`config.mk`:
```
export PLATFORM = sky130hd
export DESIGN_NAME = uart_rx_cfg
export DESIGN_NICKNAME = d
export VERILOG_FILES = /design/src/rtl/uart_rx_cfg.sv
export SDC_FILE = /design/constraint.sdc
export NUM_CORES = 1
export LEC_CHECK = 0
export ABC_AREA = 0
export BUFFER_PORTS_ARGS = -buffer_cell sky130_fd_sc_hd__buf_4
export CAP_MARGIN = 20
export CORE_MARGIN = 2
export CORE_UTILIZATION = 50
export CTS_CLUSTER_DIAMETER = 80
export DETAILED_ROUTE_END_ITERATION = 8
export GPL_TIMING_DRIVEN = 0
export PLACE_DENSITY_LB_ADDON = 0.3
export SETUP_SLACK_MARGIN = 0.2
export SYNTH_ARGS = -nofsm -noshare
export SYNTH_HDL_FRONTEND = slang
export SYNTH_SLANG_ARGS = --single-unit
```
`constraint.sdc`:
```
create_clock -name i_clk -period 4 [get_ports i_clk]
set_input_delay 0.2 -clock i_clk [delete_from_list [all_inputs] [get_ports i_clk]]
set_output_delay 0.2 -clock i_clk [all_outputs]
set_load 0.02 [all_outputs]
```
`src/rtl/uart_rx_cfg.sv`:
```
// uart_rx_cfg: oversampling UART receiver with configurable data width,
// runtime parity (none/even/odd), 1 or 2 stop bits, a 2-flop input
// synchroniser, 3-sample majority voting, false-start rejection and
// parity / framing / break reporting.
//
// Output handshake: o_valid is a single-cycle strobe with no ready. In the
// cycle o_valid is high, o_data, o_parity_err, o_frame_err and o_break
// carry the new frame's values; they hold until the next strobe or reset.
module uart_rx_cfg #(
  parameter int CLK_FR     = 50000000,
  parameter int BAUD_RATE  = 9600,
  parameter int OVERSAMPLE = 16,
  parameter int DBIT       = 8,
  parameter int STOP_BITS  = 1
) (
  input  logic            i_clk,
  input  logic            i_reset,
  input  logic            i_rx,
  input  logic            i_parity_en,
  input  logic            i_parity_odd,
  output logic [DBIT-1:0] o_data,
  output logic            o_valid,
  output logic            o_parity_err,
  output logic            o_frame_err,
  output logic            o_break,
  output logic            o_busy
);

  localparam int DIV   = CLK_FR / (BAUD_RATE * OVERSAMPLE);
  localparam int DIV_W = (DIV > 1) ? $clog2(DIV) : 1;
  localparam int S_W   = $clog2(OVERSAMPLE);
  localparam int BIT_W = $clog2(DBIT);
  localparam int M     = OVERSAMPLE / 2;

  typedef enum logic [2:0] {
    IDLE, START, DATA, PARITY, STOP, WAIT_HIGH
  } state_t;

  state_t           state;
  logic             rx_meta;
  logic             rx_s;
  logic [DIV_W-1:0] div_cnt;
  logic [S_W-1:0]   s_cnt;
  logic [BIT_W-1:0] bit_cnt;
  logic             stop_cnt;
  logic [1:0]       smp;       // [0] = sample at M-1, [1] = sample at M
  logic [DBIT-1:0]  shreg;
  logic             par_en_l;
  logic             par_odd_l;
  logic             par_err_l;
  logic             par_bit_l;
  logic             ferr_l;
  logic             tick;
  logic             mid;
  logic             last;
  logic             maj;
  logic             fe_final;

  // Two-flop synchroniser; resets to the idle-high line level.
  always_ff @(posedge i_clk or posedge i_reset) begin
    if (i_reset) begin
      rx_meta <= 1'b1;
      rx_s    <= 1'b1;
    end else begin
      rx_meta <= i_rx;
      rx_s    <= rx_meta;
    end
  end

  // Free-running oversample divider, re-phased to the detected start edge.
  always_ff @(posedge i_clk or posedge i_reset) begin
    if (i_reset) begin
      div_cnt <= '0;
    end else if (state == IDLE && !rx_s) begin
      div_cnt <= '0;
    end else if (div_cnt == DIV_W'(DIV - 1)) begin
      div_cnt <= '0;
    end else begin
      div_cnt <= div_cnt + 1'b1;
    end
  end

  // Tick strobe, in-bit position decodes and the 3-sample majority vote.
  always_comb begin
    tick     = (div_cnt == DIV_W'(DIV - 1));
    mid      = (s_cnt == S_W'(M + 1));
    last     = (s_cnt == S_W'(OVERSAMPLE - 1));
    maj      = (smp[0] & smp[1]) | (smp[0] & rx_s) | (smp[1] & rx_s);
    fe_final = ferr_l | ~maj;
  end

  assign o_busy = (state != IDLE);

  // Receive FSM: bit timing, sampling, shifting, checking and output update.
  always_ff @(posedge i_clk or posedge i_reset) begin
    if (i_reset) begin
      state        <= IDLE;
      s_cnt        <= '0;
      bit_cnt      <= '0;
      stop_cnt     <= 1'b0;
      smp          <= 2'b11;
      shreg        <= '0;
      par_en_l     <= 1'b0;
      par_odd_l    <= 1'b0;
      par_err_l    <= 1'b0;
      par_bit_l    <= 1'b0;
      ferr_l       <= 1'b0;
      o_data       <= '0;
      o_valid      <= 1'b0;
      o_parity_err <= 1'b0;
      o_frame_err  <= 1'b0;
      o_break      <= 1'b0;
    end else begin
      o_valid <= 1'b0;
      case (state)
        IDLE: begin
          s_cnt <= '0;
          if (!rx_s) begin
            state     <= START;
            par_en_l  <= i_parity_en;
            par_odd_l <= i_parity_odd;
            bit_cnt   <= '0;
            stop_cnt  <= 1'b0;
            par_err_l <= 1'b0;
            par_bit_l <= 1'b0;
            ferr_l    <= 1'b0;
          end
        end
        WAIT_HIGH: begin
          // A held-low line must return high before a new start is accepted.
          if (rx_s) state <= IDLE;
        end
        default: begin
          if (tick) begin
            s_cnt <= last ? '0 : s_cnt + 1'b1;
            if (s_cnt == S_W'(M - 1)) smp[0] <= rx_s;
            if (s_cnt == S_W'(M))     smp[1] <= rx_s;
            case (state)
              START: begin
                if (mid && maj) state <= IDLE;
                else if (last)  state <= DATA;
              end
              DATA: begin
                if (mid) shreg <= {maj, shreg[DBIT-1:1]};
                if (last) begin
                  if (bit_cnt == BIT_W'(DBIT - 1)) begin
                    bit_cnt <= '0;
                    state   <= par_en_l ? PARITY : STOP;
                  end else begin
                    bit_cnt <= bit_cnt + 1'b1;
                  end
                end
              end
              PARITY: begin
                if (mid) begin
                  par_bit_l <= maj;
                  par_err_l <= ((^shreg) ^ maj) != par_odd_l;
                end
                if (last) state <= STOP;
              end
              STOP: begin
                if (mid) begin
                  if (stop_cnt == 1'(STOP_BITS - 1)) begin
                    // Deliver at mid-bit so a back-to-back start is not missed.
                    o_valid      <= 1'b1;
                    o_data       <= shreg;
                    o_parity_err <= par_en_l & par_err_l;
                    o_frame_err  <= fe_final;
                    o_break      <= (shreg == '0) & ~par_bit_l & fe_final;
                    state        <= maj ? IDLE : WAIT_HIGH;
                  end else if (!maj) begin
                    ferr_l <= 1'b1;
                  end
                end
                if (last) stop_cnt <= stop_cnt + 1'b1;
              end
              default: state <= IDLE;
            endcase
          end
        end
      endcase
    end
  end

endmodule
```
==> impl_results.md <==
- Routed wire length: 4899 um
- Crit path buffers/inverters: 0
- TritonCTS Sinks: 49
- Max-slew headroom: 52.08%
- Die X: 74.99 um
- Clock power share: 36.4%
- Initial Util: 52.65%
- Max incr delay on CP: 0.48 ns
- Nets: 307
- Final min period: 2.157 ns
- Die Y: 74.99 um
- HPWL Detailed: 3607 um
- Net Sw Power: 186.7 uW
- Tcrit/Tclk final: 53.92%
- RSZ-0062 raised after global routing: no
- Global route total overflow: 0
- CP startpoint: s_cnt[0]$_DFFE_PP0N_
- Post-synth EDFFs: 0
- Worst setup margin: 1.843 ns
- Max Slew Vio Count: 0
- Cell area after synthesis: 2520 um^2
- DRC viols: 0
- Clock slew at reported path FFs: 0.09 ns
- Worst Reg-to-Reg Cells: 6
- Logic pwr share: 2.4%
- Post-Synthesis Cells: 264
- Crit path kind: reg -> reg
- Mapped Avg Cell Area: 9.545 um^2
- CTS H-tree lvls: 2
- Largest cells by area after synthesis: dfrtp_1 (45%), o21ai_0 (6.0%), nand2_1 (5.5%)
- Largest area contributor in the netlist: dfrtp_1
- Min-delay src: i_parity_en
- Final hold viol count: 0
- Layout area overhead: 13.55%
- Clk buf depth: 2
- Yosys warnings: 0
- Gr usage total: 19.48%
- Post-synth top area share: 44.69%
- LEAKAGE: 0.001287 uW
- Reg2reg start: s_cnt[0]$_DFFE_PP0N_
- Max Clock Freq: 463.6 MHz
- Critical path required time: 4.19 ns
- Root Buffer: clkbuf_8
- Post-CTS Setup Inserts: 0
- Ys flop type: dfrtp_1
- Avg Vias per Cell: 5.393
- Yosys cell types: 47
- Actual slew at the worst max-slew pin: 0.7141 ns
- Fin Hold WS: 0.1316 ns
- Core Footprint: 4786 um^2
- Final setup vio count: 0
- Critical Path Source Type: flip-flop
- Max_cap viols: 0
- Post-route antenna net violation count: 0
- Worst-path maximum fanout: 8
- Met3 global-route usage: 4.552%
- Cell Int Power: 630.2 uW
- Hold Path Depth: 2
- CP max-delay cell: dfrtp_1
- First-pass iteration count of the detailed router: 4
- Sw frac: 22.86%
- TritonCTS buffer count: 5
- Num ports: 18
- Die area: 5624 um^2
- CP endpoint kind: flip-flop
- Met2 Use GR: 30.31%
- Reg power frac: 61.2%
- Sequential share of the synthesized area: 48.86%
- Setup Slack @ Placement: 1.850 ns
- Yosys reg bits: 49
- Worst EP arrival: 2.35 ns
- Diodes inserted: 0
- Layout cells sized above 1: 15.75%
- Tightest Hold Check Type: in -> reg
- Skew final: 0.008107 ns
- Post-synth ARST share: 100.0%
- GPL Wtd Cong: 0.8935
- Worst-skew pair later-pin latency: 0.30 ns
- Syn nets: 280
- Status: completed
- Power density over cell area: 285.5 nW/um^2
- Largest net degree at the start of global routing: 40
- First-pass GRT wire length: 8307 um
- Fillers: 443
- CTS tree: yes
- DR vias: 1936
- # port buffers: 17
- Vias in the first global route: 1802
- Drt first-iter violations: 89
- Routed WL per cell: 13.65 um
- CP delay by family, top: compound AO/OA/AOI/OAI gates
- Most used routing layer: met2
- GR Util met1: 26.71%
- Initial antenna violation count: 0
- VDD IR-drop max: 0.1539 mV
- Cell breakdown of the critical path: ha_1 -> and3_1 -> a211o_1 -> o21a_1 -> o31ai_1 -> mux2_2
- Number of cells on the critical path: 6
- Setup TNS: 0 ns
- Rows: 25
Yosys cell counts (all sizes together) (6+ instances only):
cell    instances
dfrtp          45
nand2b          6
xor2            8
nand4           6
ha             11
o21ai          31
nor2           21
nand2          37
a21oi           8
clkbuf          8
nand3           7
inv            17
layout make-up:
type / instances / area, um^2 / area share (%)
multi-input combinational: 185 / 1165 / 40.71
clock buffer: 5 / 68.82 / 2.405
sequential: 49 / 1231 / 43.03
tap: 67 / 83.83 / 2.930
timing repair buffer: 20 / 167.7 / 5.859
buffer: 12 / 56.30 / 1.968
clock inverter: 3 / 21.27 / 0.7433
inverter: 18 / 67.56 / 2.361
state kept, by name (all words and copies together), names as in the netlist:
register,cells
o_data,8
o_frame_err,1
par_bit_l,1
smp,2
o_parity_err,1
stop_cnt,1
s_cnt,4
par_en_l,1
bit_cnt,3
par_err_l,1
rx_meta,1
par_odd_l,1
shreg,8
o_valid,1
state,3
rx_s,1
div_cnt,9
ferr_l,1
o_break,1
final timing paths:
check                           slack [ns]                   end
worst max-delay path                  1.84  state[0]$_DFFE_PP0P_
worst min-delay path                  0.13  par_en_l$_DFFE_PP0P_
worst max register to register        1.84  state[0]$_DFFE_PP0P_
worst min register to register        0.36        rx_s$_DFF_PP1_
max in group asynchronous             3.09    smp[1]$_DFFE_PP1P_
min in group asynchronous             0.38  s_cnt[0]$_DFFE_PP0N_
power by group through the flow:
stage | Clock [uW] | Sequential, uW | Combinational, uW
6_report | 297 | 500 | 19.7
5_1_grt | 321 | 501 | 22.9
4_1_cts | 303 | 500 | 20.8
3_5_place_dp | 0 | 510 | 19.1
3_3_place_gp | 0 | 510 | 16.4
2_1_floorplan | 0 | 509 | 10.5
per-stage QoR:
step / std cells / instance area, um^2 / util (%) / power [uW]
4_1_cts: 359 / 2861 / 59.79 / 823.8
5_1_grt: 359 / 2861 / 59.79 / 844.4
6_report: 359 / 2861 / 59.79 / 817.0
2_1_floorplan: 264 / 2520 / - / 519.6
3_3_place_gp: 348 / 2731 / 57.07 / 526.4
3_5_place_dp: 349 / 2751 / 57.49 / 529.0
cell usage in the layout (no fill, tap or decap), types with 2 or more instances in the layout:
cell           Yosys  layout
xor2_1             8       8
o31ai_1            4       4
nand2b_1           5       5
nand3_1            7       7
a21oi_1            8       8
buf_4              0      17
clkbuf_1           8       8
and3_1             2       2
xnor2_1            5       5
ha_1              11      11
dfstp_2            4       4
a31oi_1            3       3
o22ai_1            2       2
nor2_1            21      21
o21ai_0           30      30
nor2b_1            4       4
inv_1             17      16
a21o_1             2       2
dfrtp_1           45      45
o21a_1             2       2
nand4_1            6       6
nand3b_1           2       2
dlygate4sd3_1      0       2
nand2_1           37      37
buf_2              3       3
clkbuf_8           0       5
mux2_2             5       5
cell families (layout without fill, tap and decap cells):
group / Yosys count / after routing / synth area share, %
AND/OR/NAND/NOR: 94 / 94 / 18.72
AO/OA/AOI/OAI: 61 / 61 / 14.90
flip-flops: 49 / 49 / 48.86
buffers and inverters: 30 / 58 / 4.915
XOR/XNOR: 13 / 13 / 4.518
adder cells (fa/ha/maj): 12 / 12 / 5.859
multiplexers: 5 / 5 / 2.234
layer usage:
| layer | vias to the layer above | share of wire, % |
|---|---|---|
| met2 | 53 | 46 |
| li1 | 962 | - |
| met5 | - | 0 |
| met4 | 0 | 1.6 |
| met3 | 9 | 4.8 |
| met1 | 912 | 47 |
timing repair:
action	4_1_cts	5_1_grt
gates resized for setup	0	0
endpoints found under the hold margin	8	0
hold buffers	2	0
endpoints found under the setup margin	0	0
(Power assumes the default switching activity.)
